==> src/rtl/imem_loader_pkg.sv <==
// Shared definitions for the instruction-memory loader: loader state encoding and
// stream/word geometry constants.
package imem_loader_pkg;

  localparam int unsigned LEN_W          = 16;
  localparam int unsigned BYTES_PER_WORD = 4;
  localparam int unsigned INSTR_W        = 32;
  localparam int unsigned BYTE_CNT_W     = $clog2(BYTES_PER_WORD);

  typedef enum logic [2:0] {
    StIdle,
    StLenLo,
    StLenHi,
    StData,
    StCheck,
    StDone,
    StErr
  } loader_state_e;

endpackage

==> src/rtl/imem_loader_byte_packer.sv <==
// Little-endian byte-to-word packer. Each accepted byte shifts in from the top, so after
// four bytes the first one sits in bits [7:0]. The completed word and its valid pulse are
// registered, giving a one-cycle latency from the last byte to the write strobe.
module imem_loader_byte_packer
  import imem_loader_pkg::*;
(
  input  logic               clk,
  input  logic               rst,
  input  logic               clr,
  input  logic               take,
  input  logic [7:0]         data,
  output logic [INSTR_W-1:0] word,
  output logic               word_valid,
  output logic               word_complete
);

  logic [BYTE_CNT_W-1:0] cnt_q;
  logic [INSTR_W-9:0]    shift_q;
  logic [INSTR_W-1:0]    shift_next;
  logic [INSTR_W-1:0]    word_q;
  logic                  valid_q;

  assign shift_next    = {data, shift_q};
  // High when the byte taken this cycle is the last one of a word.
  assign word_complete = take && (cnt_q == BYTE_CNT_W'(BYTES_PER_WORD - 1));

  // Byte counter, shift register and registered word output.
  always_ff @(posedge clk or posedge rst) begin
    if (rst) begin
      cnt_q   <= '0;
      shift_q <= '0;
      word_q  <= '0;
      valid_q <= 1'b0;
    end else begin
      valid_q <= word_complete;
      if (clr) begin
        cnt_q <= '0;
      end else if (take) begin
        cnt_q   <= cnt_q + BYTE_CNT_W'(1);
        shift_q <= shift_next[INSTR_W-1:8];
      end
      // Word output only changes when a new word completes, so it holds between writes.
      if (word_complete) begin
        word_q <= shift_next;
      end
    end
  end

  assign word       = word_q;
  assign word_valid = valid_q;

endmodule

==> src/rtl/imem_loader.sv <==
// Byte-stream program loader: parses LEN_LO, LEN_HI, then N little-endian 32-bit words and
// writes them to the imem write port from word 0, holding the CPU until a valid image is in.
// Optional trailing XOR checksum byte is enabled by defining IMEM_LOADER_CHECKSUM_EN.
module imem_loader
  import imem_loader_pkg::*;
#(
  parameter int unsigned ADDR_W = 8
) (
  input  logic               clk,
  input  logic               rst,
  input  logic               start,
  input  logic               in_valid,
  input  logic [7:0]         in_data,
  output logic               in_ready,
  output logic               imem_we,
  output logic [ADDR_W-1:0]  imem_addr,
  output logic [INSTR_W-1:0] imem_wdata,
  output logic               cpu_hold,
  output logic               done,
  output logic               error,
  output logic [LEN_W-1:0]   words_loaded
);

  localparam int unsigned CAPACITY = 32'd1 << ADDR_W;

`ifdef IMEM_LOADER_CHECKSUM_EN
  localparam loader_state_e POST_DATA = StCheck;
`else
  localparam loader_state_e POST_DATA = StDone;
`endif

  loader_state_e      state_q, state_d;
  logic               in_ready_q, in_ready_d;
  logic [LEN_W-1:0]   len_q, len_d;
  logic [LEN_W-1:0]   words_q, words_d;
  logic [ADDR_W-1:0]  addr_q, addr_d;

  logic               fire;
  logic               restart;
  logic               take;
  logic               last_accept;
  logic [LEN_W-1:0]   len_in;
  logic [INSTR_W-1:0] pk_word;
  logic               pk_valid;
  logic               pk_complete;

  assign fire    = in_valid && in_ready_q;
  assign restart = start && (state_q inside {StIdle, StDone, StErr});
  assign take    = fire && (state_q == StData);
  assign len_in  = {in_data, len_q[7:0]};
  // Final byte of the image: in_ready must drop right away so nothing extra is taken.
  assign last_accept = pk_complete && ((words_q + LEN_W'(1)) == len_q);

  imem_loader_byte_packer u_packer (
    .clk           (clk),
    .rst           (rst),
    .clr           (restart),
    .take          (take),
    .data          (in_data),
    .word          (pk_word),
    .word_valid    (pk_valid),
    .word_complete (pk_complete)
  );

`ifdef IMEM_LOADER_CHECKSUM_EN
  logic [7:0] csum_q, csum_d;

  // Running XOR over the length and data bytes; the check byte itself is excluded.
  always_comb begin
    csum_d = csum_q;
    if (restart) begin
      csum_d = '0;
    end else if (fire && (state_q != StCheck)) begin
      csum_d = csum_q ^ in_data;
    end
  end

  // Checksum register.
  always_ff @(posedge clk or posedge rst) begin
    if (rst) begin
      csum_q <= '0;
    end else begin
      csum_q <= csum_d;
    end
  end
`endif

  // Next-state, length capture, word counting and registered in_ready.
  always_comb begin
    state_d = state_q;
    len_d   = len_q;
    words_d = words_q;
    addr_d  = addr_q;

    unique case (state_q)
      StIdle, StDone, StErr: begin
        if (start) begin
          state_d = StLenLo;
          len_d   = '0;
          words_d = '0;
        end
      end
      StLenLo: begin
        if (fire) begin
          len_d   = {8'h00, in_data};
          state_d = StLenHi;
        end
      end
      StLenHi: begin
        if (fire) begin
          len_d = len_in;
          if (len_in == '0) begin
            state_d = POST_DATA;
          end else if (32'(len_in) > CAPACITY) begin
            state_d = StErr;
          end else begin
            state_d = StData;
          end
        end
      end
      StData: begin
        // Address and count advance together with the registered write strobe.
        if (pk_complete) begin
          addr_d  = words_q[ADDR_W-1:0];
          words_d = words_q + LEN_W'(1);
        end
        // Leave once the final word's write strobe is on the port.
        if (pk_valid && (words_q == len_q)) begin
          state_d = POST_DATA;
        end
      end
`ifdef IMEM_LOADER_CHECKSUM_EN
      StCheck: begin
        if (fire) begin
          state_d = (in_data == csum_q) ? StDone : StErr;
        end
      end
`endif
      default: begin
        state_d = StIdle;
      end
    endcase

    in_ready_d = (state_d inside {StLenLo, StLenHi, StData, StCheck}) && !last_accept;
  end

  // State and datapath registers.
  always_ff @(posedge clk or posedge rst) begin
    if (rst) begin
      state_q    <= StIdle;
      in_ready_q <= 1'b0;
      len_q      <= '0;
      words_q    <= '0;
      addr_q     <= '0;
    end else begin
      state_q    <= state_d;
      in_ready_q <= in_ready_d;
      len_q      <= len_d;
      words_q    <= words_d;
      addr_q     <= addr_d;
    end
  end

  assign in_ready     = in_ready_q;
  assign imem_we      = pk_valid;
  assign imem_addr    = addr_q;
  assign imem_wdata   = pk_word;
  assign cpu_hold     = (state_q != StDone);
  assign done         = (state_q == StDone);
  assign error        = (state_q == StErr);
  assign words_loaded = words_q;

endmodule

==> config.mk <==
export PLATFORM = sky130hd
export DESIGN_NAME = imem_loader
export DESIGN_NICKNAME = d
export VERILOG_FILES = /design/src/rtl/imem_loader_pkg.sv /design/src/rtl/imem_loader_byte_packer.sv /design/src/rtl/imem_loader.sv
export SDC_FILE = /design/constraint.sdc
export NUM_CORES = 1
export LEC_CHECK = 0
export BUFFER_PORTS_ARGS = -buffer_cell sky130_fd_sc_hd__clkbuf_2
export CAP_MARGIN = 15
export CORE_MARGIN = 3
export CORE_UTILIZATION = 40
export DETAILED_ROUTE_END_ITERATION = 12
export GPL_TIMING_DRIVEN = 0
export PLACE_DENSITY = 0.65
export SLEW_MARGIN = 40
export SYNTH_ARGS = -nofsm -noshare
export SYNTH_HDL_FRONTEND = slang
export SYNTH_HIERARCHICAL = 1
export SYNTH_SLANG_ARGS = --single-unit
==> constraint.sdc <==
create_clock -name clk -period 2.51 [get_ports clk]
set_input_delay 0.251 -clock clk [delete_from_list [all_inputs] [get_ports clk]]
set_output_delay 0.251 -clock clk [all_outputs]
set_load 0.02 [all_outputs]
## Yosys cells after proc, flatten, opt, wreduce, memory -nomap -nowiden

Cells that the tools add are included.

- Word-level logic and storage cells: 69
- Bits in latches: 0
- Flip-flop bits (word level): 103
- Bits in read-only memories: 0
- Memories kept: 0
- Memory bits (writable): 0
- Input bits: 12
- Output and inout bits: 61

- $lt $le $gt $ge: 1
- Divide/modulo/power cells: 0
- $mul: 0
- $add $sub $neg: 2
- Equal/unequal tests: 17
- Mux-type cells: 15
- Shift operators: 0
- Reduce and logical (&&, ||, !) cells: 22
- Bitwise logic cells: 2

Operators by type and width:

| cell | count |
|---|---|
| 16-bit 2-to-1 mux | 4 |
| 16-bit one-hot mux with 3 select lines | 1 |
| 16-bit == test | 2 |
| 16-bit one-hot mux with 2 select lines | 1 |
| 3-bit 2-to-1 mux | 6 |
| 16-bit by 1-bit adder with 16-bit output (second input constant) | 1 |
| 16-bit by 9-bit > comparator with 1-bit output (second input constant) | 1 |
| 16-bit logical NOT | 1 |
| 3-bit by 2-bit == test with 1-bit output (second input constant) | 4 |
| 3-bit one-hot mux with 4 select lines | 1 |
| 3-bit == test (second input constant) | 3 |
| 2-bit inequality test (second input constant) | 4 |
| 4-bit AND reduction | 2 |
| 1-bit logical AND | 7 |
| 3-bit by 1-bit == test with 1-bit output (second input constant) | 2 |
| 2-bit nonzero test | 3 |
| 3-bit nonzero test | 2 |
| 2-bit 2-to-1 mux | 2 |
| 2-bit AND reduction | 2 |
| 4-bit nonzero test | 1 |
| 3-bit logical NOT | 1 |
| 3-bit inequality test (second input constant) | 1 |
| 3-bit AND reduction | 1 |
| 3-bit OR reduction | 1 |
| 4 further kinds | 5 |

## Logic depth before layout (Yosys ltp)

Gate-level depths: netlist (run 1).

- Depth in word-level cells: 8
- Depth in mapped cells: 12
- Depth with buffers taken out: 10

## Hierarchy

The synthesis (run 1) kept the hierarchy.

Modules (own cells, without submodules):

| module | cells each | times used | sequential area each (um^2) | area each (um^2) |
|---|---|---|---|---|
| imem_loader | 351 | 1 | 1101.1 | 2876.5 |
| imem_loader_byte_packer | 130 | 1 | 1476.4 | 2333.5 |

## Least setup slack after synthesis (run 1)

OpenSTA, ideal clock, no wires.

- Path type: register to register
- Start: register state_q[2]
- End: register in_ready_q, in the netlist in_ready
- Data required time: 2381 ps
- Stages on the path, launching flop included: 12
- Data arrival time: 2340 ps
- Path buffers: 1
- Library setup time: 129 ps
- Setup slack: 41 ps
- Clock period less this slack: 2469 ps
- Cell sequence: dfrtp_1 > inv_1 > nand3_1 > nor2_1 > nand2_2 > buf_6 > inv_1 > and3_1 > nand3_1 > or4_1 > nor4_1 > nor3_1

- Word-level cells in the longest chain between the ends: 6
- Elaborated cells between the ends (all ways): 22
- Those cells by class: eq/ne: 9; mux: 5; reduce/logical: 8

RTL lines:

| item | RTL line | source |
|---|---|---|
| from (decl) | imem_loader.sv:32 | `loader_state_e state_q, state_d;` |
| from (signal assigned) | imem_loader.sv:150 | `state_q <= StIdle;` |
| from (signal assigned) | imem_loader.sv:156 | `state_q <= state_d;` |
| 3-bit by 2-bit == test with 1-bit output | imem_loader.sv:49 | `assign take = fire && (state_q == StData);` |
| 1-bit logical AND | imem_loader.sv:49 |  |
| net take | imem_loader.sv:40 | `logic take;` |
| 1-bit logical AND | imem_loader_byte_packer.sv:25 | `assign word_complete = take && (cnt_q == BYTE_CNT_W'(BYTES_PER_WORD - 1));` |
| net pk_complete | imem_loader.sv:45 | `logic pk_complete;` |
| 1-bit logical AND | imem_loader.sv:52 | `assign last_accept = pk_complete && ((words_q + LEN_W'(1)) == len_q);` |
| 1-bit logical NOT | imem_loader.sv:144 | `in_ready_d = (state_d inside {StLenLo, StLenHi, StData, StCheck}) && !last_accept;` |
| 1-bit logical AND | imem_loader.sv:144 |  |
| net in_ready_d | imem_loader.sv:33 | `logic in_ready_q, in_ready_d;` |
| to (signal assigned) | imem_loader.sv:157 | `in_ready_q <= in_ready_d;` |
| to (decl) | imem_loader.sv:33 |  |

The timed path passes the listed nets, and every way through them passes these cells.
A chain may end at the register's enable or synchronous reset.

## Worst setup path in the final report (run 1)

- Start: register state_q[1]
- End: register in_ready_q, in the netlist in_ready

Same word-level chain as after synthesis.

==> results.yml, run 1 <==
timing:
  max_freq_mhz: 415
  relSlewSlack_pct: 54.7
  final.min_clock_period_ns: 2.41
  max_slew.worst_pin.slew_ns: 0.680
  setup_viol: 0
  rsz0062_at_grt: "false"
  skew_ns: 0.00646
  final_max_slew_viol_count: 0
  hold_ws_ns: 0.184
  finalHoldViolCount: 0
  fin_crit_sh_pct: 96.0
place:
  place_hpwl_um: 8890
  dpl.cell_count: 727
  place.gp.congestion: 1.01
  io_buffers: 72
yosys:
  synth.most_common_cell: "dfrtp_1"
  yosysTopAreaCellShare_pct: 49.5
  synthArstFlopShare_pct: 100
  syn_nets: 495
  yosysTopAreaCell: "dfrtp_1"
  synth_cells: 481
  synth_area_um2: 5210
  yosysSeqAreaShare_pct: 49.5
  synth_edf_count: 0
  netlist_top_cells_area: "dfrtp_1, mux2_2, mux2_4"
  synth_ff_type: "dfrtp_1"
  syn_area_per_cell_um2: 10.8
  synth_common_cells: "dfrtp_1, nand2_1, o21ai_0"
  synth_cell_types: 57
  ys_seq_elements: 103
  synth_warnings: 6
worst_setup_path:
  crit_type: "flop to flop"
  start_kind: "flop"
  reg2reg_slack_ns: 0.10
  cp_max_fo: 15
  rr_worst_depth: 10
  worstSetupEndpointType: "flop"
  r2r_end: "in_ready"
  worstPathRequired_ns: 2.74
  arrival_ns: 2.64
  r2r_start: "state_q[1]"
floorplan:
  core-area_um2: 12700
  die_h_um: 120
  rows: 41
  die_area_um2: 14400
  fp.dieW_um: 120
  io_pins: 73
  start_util_pct: 41.1
global_routing:
  grt_pass1_wl_um: 21000
  antenna_found_initial: 0
  track_usage_pct: 18.4
  grt_max_degree: 47
  first_global_vias: 4025
  grt_overflow: 0
clock_tree:
  root_buffer: "clkbuf_16"
  cts_buffers: 9
  insertion_delay_ns: 0.36
  htreeDepth: 3
  cts_tree: "yes"
  cts_buffer_depth: 2
  cts.reportedPaths.clkPinSlew_ns: 0.07
  cts_sinks: 103
routing:
  wl_per_cell_um: 16.9
  vias_per_cell: 5.34
  detail-route-antenna-nets: 0
  routed_wl_um: 12600
  drc: 0
  initialDrtViolationCount: 288
  first_pass_iters: 5
  route.vias.total: 4006
min_path:
  hold_class: "input port to flop"
  hp-start: "in_data[6]"
  holdPathStages: 3
  hold_end: "len_q[14]"
layout:
  diodes: 0
  final_cells: 750
  fin_util_pct: 49.6
  syn_to_final_growth_pct: 20.6
  fin_nets: 587
  layout-drive-gt1-share_pct: 34.4
power_and_ir_drop:
  p_per_area_nw_per_um2: 940
  power_leakage_nw: 2.98
  peakVddDrop_v: 0.000562
status:
  status: "finished clean"
run:
  drv_cap: 0
[power by group]
group	switching [mW]	total [mW]	internal, mW
Clock	0.671	1.40	0.725
Combinational	1.14	2.11	0.965
Sequential	0.334	2.40	2.07
Total	2.15	5.91	3.76
[critical path: stages (launching register included)]
cell and delay [ns]:
dfrtp_1 0.36, buf_6 0.14, nand3_4 0.11, nor2_4 0.20
nand2_8 0.13, inv_2 0.13, and3_1 0.17, nand3_1 0.09
or4_4 0.53, nor4_4 0.35, nor3_2 0.08
[worst max-delay path by stage]
stage	endpoint	slack (ns)	startpoint
finish	in_ready	0.10	state_q[1]
detailed placement	words_loaded[9]	-0.68	state_q[2]
global route	in_ready	0.03	state_q[2]
global placement	words_loaded[12]	-0.60	state_q[2]
floorplan	in_ready	0.04	state_q[2]
CTS	in_ready	0.01	words_loaded[1]
[metrics by stage]
step	worst slack (ns)	total power [mW]	cell area [um2]	setup TNS, ns
after global routing	0.0279	6.27	6280	0
after detailed placement	-0.675	4.37	5850	-12.86
final	0.100	5.91	6280	0
after floorplan	0.0413	3.85	5210	0
after global placement	-0.596	4.29	5790	-11.09
after CTS	0.0128	5.89	6230	0
[flip-flops by register name, summed over array words and instances (netlist names)]
register and count:
u_packer/word 32, u_packer/shift_q 24, len_q 16, words_loaded 16, imem_addr 8, state_q 3
u_packer/cnt_q 2, in_ready 1, u_packer/word_valid 1
[repair_timing]
item                                    CTS  global route
endpoints found under the hold margin    57             0
endpoints found under the setup margin   24            11
gates resized for setup                  16             7
pin swaps                                 2             3
setup buffers                             3             4
hold buffers                              1             0
[layer usage]
metal | global-route usage, % | part of all wire (%)
met5 | 0 | 0
met4 | 6.59 | 1.8
met3 | 4.62 | 5.7
met2 | 28.5 | 47
met1 | 25.0 | 46
[final cells by class]
type,count,area (um2)
clock inverter,6,60.1
buffer,31,226
multi-input combinational,338,2450
clock buffer,10,239
fill,1144,6390
timing repair buffer,82,478
inverter,8,35.0
sequential,103,2580
tap,172,215
[layout by cell type, fill, tap and decap left out, types with 5 or more instances in the layout]
master,count
a21oi_1,10
nor3_1,6
o21ai_0,41
xor2_1,7
clkbuf_1,9
clkbuf_2,74
nor2_1,15
mux2_2,36
o31ai_1,6
xnor2_1,23
buf_4,14
dfrtp_1,101
clkbuf_16,9
mux2_4,20
nand3_1,19
or3_1,5
nand2_1,76
nor4_1,6
buf_6,6
[cells by family (layout without fill, tap and decap cells)]
| kind of cell | count (synthesis) | in the layout | synth area share (%) |
|---|---|---|---|
| and+or+nand+nor | 170 | 170 | 17.2 |
| DFF | 103 | 103 | 49.5 |
| AOI/OAI and AO/OA | 79 | 79 | 9.03 |
| muxes | 57 | 57 | 13.7 |
| buffers and inverters | 40 | 137 | 5.00 |
| xor gates and xnor gates | 30 | 30 | 5.04 |
| adders and majority gates | 2 | 2 | 0.480 |
Power figures use the tool's default switching activity.
==> run 2: changes to the inputs <==
--- a/config.mk
+++ b/config.mk
@@ -11,7 +11,6 @@
 export CORE_UTILIZATION = 40
 export DETAILED_ROUTE_END_ITERATION = 12
 export GPL_TIMING_DRIVEN = 0
-export PLACE_DENSITY = 0.65
 export SLEW_MARGIN = 40
 export SYNTH_ARGS = -nofsm -noshare
 export SYNTH_HDL_FRONTEND = slang
==> constraint.sdc (replaced) <==
create_clock -name clk -period 2.51 [get_ports clk]
set_input_delay 0.251 -clock clk [delete_from_list [all_inputs] [get_ports clk]]
set_output_delay 0.251 -clock clk [all_outputs]
set_load 0.1 [all_outputs]
==> run 2 against run 1 <==
Compared with the run above:
- global-route usage shrank 0.085 points
- core utilization shrank 0.22 points
- largest cell class unchanged
- largest power group is now combinational cells
- critical path type unchanged
- clock skew grew 0.00093 ns
- combinational power grew 20%
- count of clock-buffer cells in the layout grew 1
==> results.yml, run 2 (synthesis results as in run 1) <==
power_and_ir_drop:
  power_frac_clock_pct: 22.0
  p_seq_share_pct: 37.9
  combinationalPowerShare_pct: 40.1
  power_leakage_nw: 2.94
  p_sw_mw: 2.59
  power.total_mw: 6.34
  p_int_mw: 3.76
  swShare_pct: 40.8
  p_per_area_nw_per_um2: 1010
  peakVddDrop_v: 0.000665
floorplan:
  rows: 41
  fp.dieW_um: 120
  start_util_pct: 41.1
  core-area_um2: 12700
  io_pins: 73
  die_h_um: 120
  die_area_um2: 14400
layout:
  layout-drive-gt1-share_pct: 35.7
  largest_reg_flops: 32
  fin_util_pct: 49.4
  layout_common_cells: "dfrtp_1, nand2_1, clkbuf_2, o21ai_0, mux2_2"
  diodes: 0
  register_area_um2: 2590
  fin_nets: 583
  final_common_cell: "dfrtp_1"
  syn_to_final_growth_pct: 20.1
  multi_input_area_um2: 2430
  nFillCells: 1165
clock_tree:
  cts_buffer_depth: 2
  cts.reportedPaths.clkPinSlew_ns: 0.07
  cts_tree: "yes"
  htreeDepth: 3
  insertion_delay_ns: 0.35
  cts_buffers: 9
  cts_sinks: 103
  root_buffer: "clkbuf_16"
worst_setup_path:
  cp_max_fo: 10
  reg2reg_slack_ns: 0.02
  start_kind: "flop"
  arrival_ns: 2.72
  worstPathRequired_ns: 2.74
  crit_type: "flop to flop"
  worstSetupEndpointType: "flop"
routing:
  wl_met1_um: 5930
  route.vias.total: 3940
  wl_met2_um: 5780
  wl_per_cell_um: 16.9
  drc: 0
  dr_wl_met3_um: 645
  first_pass_iters: 4
  detail-route-antenna-nets: 0
  initialDrtViolationCount: 267
  routed_wl_um: 12600
  maxUsedRoutingLayer: "met4"
  vias_per_cell: 5.28
global_routing:
  first_global_vias: 3907
  grt_pass1_wl_um: 20700
  grt_overflow: 0
  grt_max_degree: 44
  track_usage_pct: 18.3
  antenna_found_initial: 0
timing:
  fin_crit_sh_pct: 99.3
  finalHoldViolCount: 0
  setup_viol: 0
  tns_ns: 0
  max_freq_mhz: 401
  final_max_slew_viol_count: 0
  setup_slack_ns: 0.0178
  rsz0062_at_grt: "true"
  max_slew.worst_pin.slew_ns: 0.650
  final.min_clock_period_ns: 2.49
  hold_ws_ns: 0.193
  skew_ns: 0.00739
  relSlewSlack_pct: 56.6
run:
  drv_cap: 0
place:
  place.gp.congestion: 0.882
  place_hpwl_um: 9090
  io_buffers: 72
  place_ws_ns: -0.596
status:
  status: "finished clean"
min_path:
  hold_class: "input port to flop"
[run 2: metrics by stage]
stage               area, um2  cells
finish                   6260    746
detailed placement       5860    727
global placement         5810    725
CTS                      6230    745
floorplan                5240    481
global route             6260    746
[run 2: layout make-up]
| cell class | instances | area share, % |
|---|---|---|
| inverter | 8 | 0.680 |
| clock buffer | 11 | 4.04 |
| buffer | 32 | 3.86 |
| timing repair buffer | 77 | 6.92 |
| clock inverter | 5 | 0.720 |
| multi-input combinational | 338 | 38.9 |
| tap | 172 | 3.44 |
| sequential | 103 | 41.4 |
[run 2: worst paths after layout]
| kind | cells past startpoint | from | end |
|---|---|---|---|
| max | 10 | state_q[0] | in_ready |
| min | 3 | in_data[3] | len_q[3] |
| max reg2reg | 10 | state_q[0] | in_ready |
| min reg2reg | 2 | imem_addr[2] | imem_addr[2] |
| max in group asynchronous | 4 | rst | u_packer/shift_q[16] |
| min in group asynchronous | 3 | rst | len_q[10] |
[run 2: what timing repair did]
item / in CTS / in global routing
gates resized for setup: 13 / 7
hold buffers: 1 / 0
endpoints found under the hold margin: 78 / 0
endpoints found under the setup margin: 24 / 22
buffers inserted: 1 / 1
pin swaps: 1 / 1
gates cloned: 0 / 0
[run 2: critical path, stage by stage, from the launching register on]
cell and delay, ns:
dfrtp_1 0.50, nand3_4 0.15, nor2_4 0.14, nand2_4 0.10, buf_6 0.17, clkinvlp_4 0.13
and3_1 0.16, nand3_1 0.09, or4_4 0.53, nor4_4 0.32, nor3_1 0.08
[run 2: power by group through the flow]
stage          sequential (mW)  clock, mW  combinational [mW]
2_1_floorplan             2.84          0                1.49
3_3_place_gp              2.42          0                2.38
3_5_place_dp              2.43          0                2.44
4_1_cts                   2.41       1.44                2.51
5_1_grt                   2.47       1.51                2.77
6_report                  2.41       1.39                2.54
[run 2: metal layers]
layer	global-route usage (%)	vias to the layer above
met3	3.96	16
met4	6.73	0
met5	0	-
li1	-	1879
met2	27.2	97
met1	26.3	1948
==> run 3: changes to the inputs <==
--- a/config.mk
+++ b/config.mk
@@ -8,7 +8,7 @@
 export BUFFER_PORTS_ARGS = -buffer_cell sky130_fd_sc_hd__clkbuf_2
 export CAP_MARGIN = 15
 export CORE_MARGIN = 3
-export CORE_UTILIZATION = 40
+export CORE_UTILIZATION = 35
 export DETAILED_ROUTE_END_ITERATION = 12
 export GPL_TIMING_DRIVEN = 0
 export SLEW_MARGIN = 40
==> run 3 against run 2 <==
Compared with the run above:
- clock power shrank 6%
- setup slack gained 0.065 ns
- non-clock buffer count up 6
- global-route usage down 2.2 points
- highest routed layer unchanged
- routed wire length is 1.7% higher
- sequential power about the same
- largest cell class unchanged
==> results.yml, run 3 (synthesis results as in run 1) <==
place:
  place.gp.congestion: 0.859
  dpl.cell_count: 734
  io_buffers: 72
  postPlaceCellArea_um2: 5850
  place_hpwl_um: 9380
  place_ws_ns: -0.663
timing:
  max_freq_mhz: 412
  finalHoldViolCount: 0
  relSlewSlack_pct: 58.9
  final_max_slew_viol_count: 0
  hold_ws_ns: 0.222
  max_slew.worst_pin.slew_ns: 0.617
  setup_slack_ns: 0.0829
  final.min_clock_period_ns: 2.43
  setup_viol: 0
  tns_ns: 0
  skew_ns: 0.00865
  rsz0062_at_grt: "false"
  fin_crit_sh_pct: 96.7
power_and_ir_drop:
  power_leakage_nw: 2.92
  peakVddDrop_v: 0.000417
  p_per_area_nw_per_um2: 995
  power.total_mw: 6.25
floorplan:
  rows: 43
  core-area_um2: 14200
  die_area_um2: 16400
  fp.dieW_um: 128
  io_pins: 73
  start_util_pct: 36.7
  die_h_um: 128
global_routing:
  grt_overflow: 0
  grt_pass1_wl_um: 20700
  first_global_vias: 3919
  track_usage_pct: 16.0
  grt_max_degree: 45
  antenna_found_initial: 0
clock_tree:
  insertion_delay_ns: 0.35
  root_buffer: "clkbuf_16"
  cts_buffer_depth: 2
  htreeDepth: 3
  cts.reportedPaths.clkPinSlew_ns: 0.07
  cts_tree: "yes"
  cts_buffers: 9
  cts_sinks: 103
min_path:
  hold_class: "input port to flop"
layout:
  diodes: 0
  syn_to_final_growth_pct: 20.6
  final_common_cell: "dfrtp_1"
  postLayoutCellArea_um2: 6280
  fin_util_pct: 44.2
  fin_nets: 589
  nFillCells: 1348
  layout-drive-gt1-share_pct: 36.0
  largest_reg_flops: 32
  final_cells: 760
  layout_common_cells: "dfrtp_1, nand2_1, clkbuf_2, o21ai_0, mux2_2"
routing:
  route.vias.total: 4008
  wl_per_cell_um: 16.8
  drc: 0
  first_pass_iters: 5
  detail-route-antenna-nets: 0
  vias_per_cell: 5.27
  initialDrtViolationCount: 239
  routed_wl_um: 12800
worst_setup_path:
  arrival_ns: 2.65
  worstPathRequired_ns: 2.74
  cp_max_fo: 10
  start_kind: "flop"
  crit_type: "flop to flop"
  worstSetupEndpointType: "flop"
status:
  status: "finished clean"
run:
  drv_cap: 0
## run 3: cell count changes in the layout (fill, tap and decap cells not counted), moves of 2 or more
cell / previous run / this run
clkbuf_1: 7 / 10
clkbuf_2: 77 / 75
buf_4: 9 / 17
clkbuf_8: 2 / 0
## run 3: routing by layer
metal  routed length, um  GRT usage, %  vias to the layer above
met4                 200          5.12                        0
li1                    -             -                     1883
met3                 608          3.29                       16
met5                   0             0                        -
met2                6100          25.5                      110
met1                5880          22.0                     1999
## run 3: worst max-delay path, cell delays in order, from the launching register on
cell	delay, ns
dfrtp_2	0.49
ha_4	0.22
nand3_2	0.11
buf_6	0.16
or4b_1	0.57
a211oi_1	0.26
nor4_1	0.12
nor4_4	0.29
nor3_1	0.08
## run 3: power by group
group	internal [mW]	leakage, nW	switching [mW]
clock	0.682	0.127	0.631
sequential	2.08	1.37	0.329
combinational	0.939	1.43	1.60
total	3.70	2.92	2.56
## run 3: worst paths after layout
path / start / endpoint / slack (ns) / depth (start not counted)
setup reg to reg: words_loaded[1] / in_ready / 0.08 / 8
hold reg to reg: imem_addr[7] / imem_addr[7] / 0.47 / 2
hold / removal: in_data[6] / len_q[14] / 0.22 / 3
setup / recovery: words_loaded[1] / in_ready / 0.08 / 8
min in group asynchronous: rst / u_packer/word_valid / 0.46 / 3
max in group asynchronous: rst / in_ready / 1.52 / 3
## run 3: what timing repair did
action | 4_1_cts | 5_1_grt
setup buffers | 2 | 8
gates resized for setup | 16 | 5
cloned | 0 | 0
endpoints found under the hold margin | 27 | 0
endpoints found under the setup margin | 24 | 17
pin swaps | 2 | 3
hold buffers | 1 | 0
## run 3: final cells by class
class | count | area [um2] | area share [%]
Buffer | 31 | 228 | 3.62
Clock inverter | 5 | 41.3 | 0.657
Multi-Input combinational cell | 338 | 2460 | 39.1
Clock buffer | 11 | 233 | 3.70
Inverter | 8 | 42.5 | 0.677
Tap cell | 180 | 225 | 3.58
Sequential cell | 103 | 2590 | 41.3
Timing Repair Buffer | 84 | 465 | 7.41
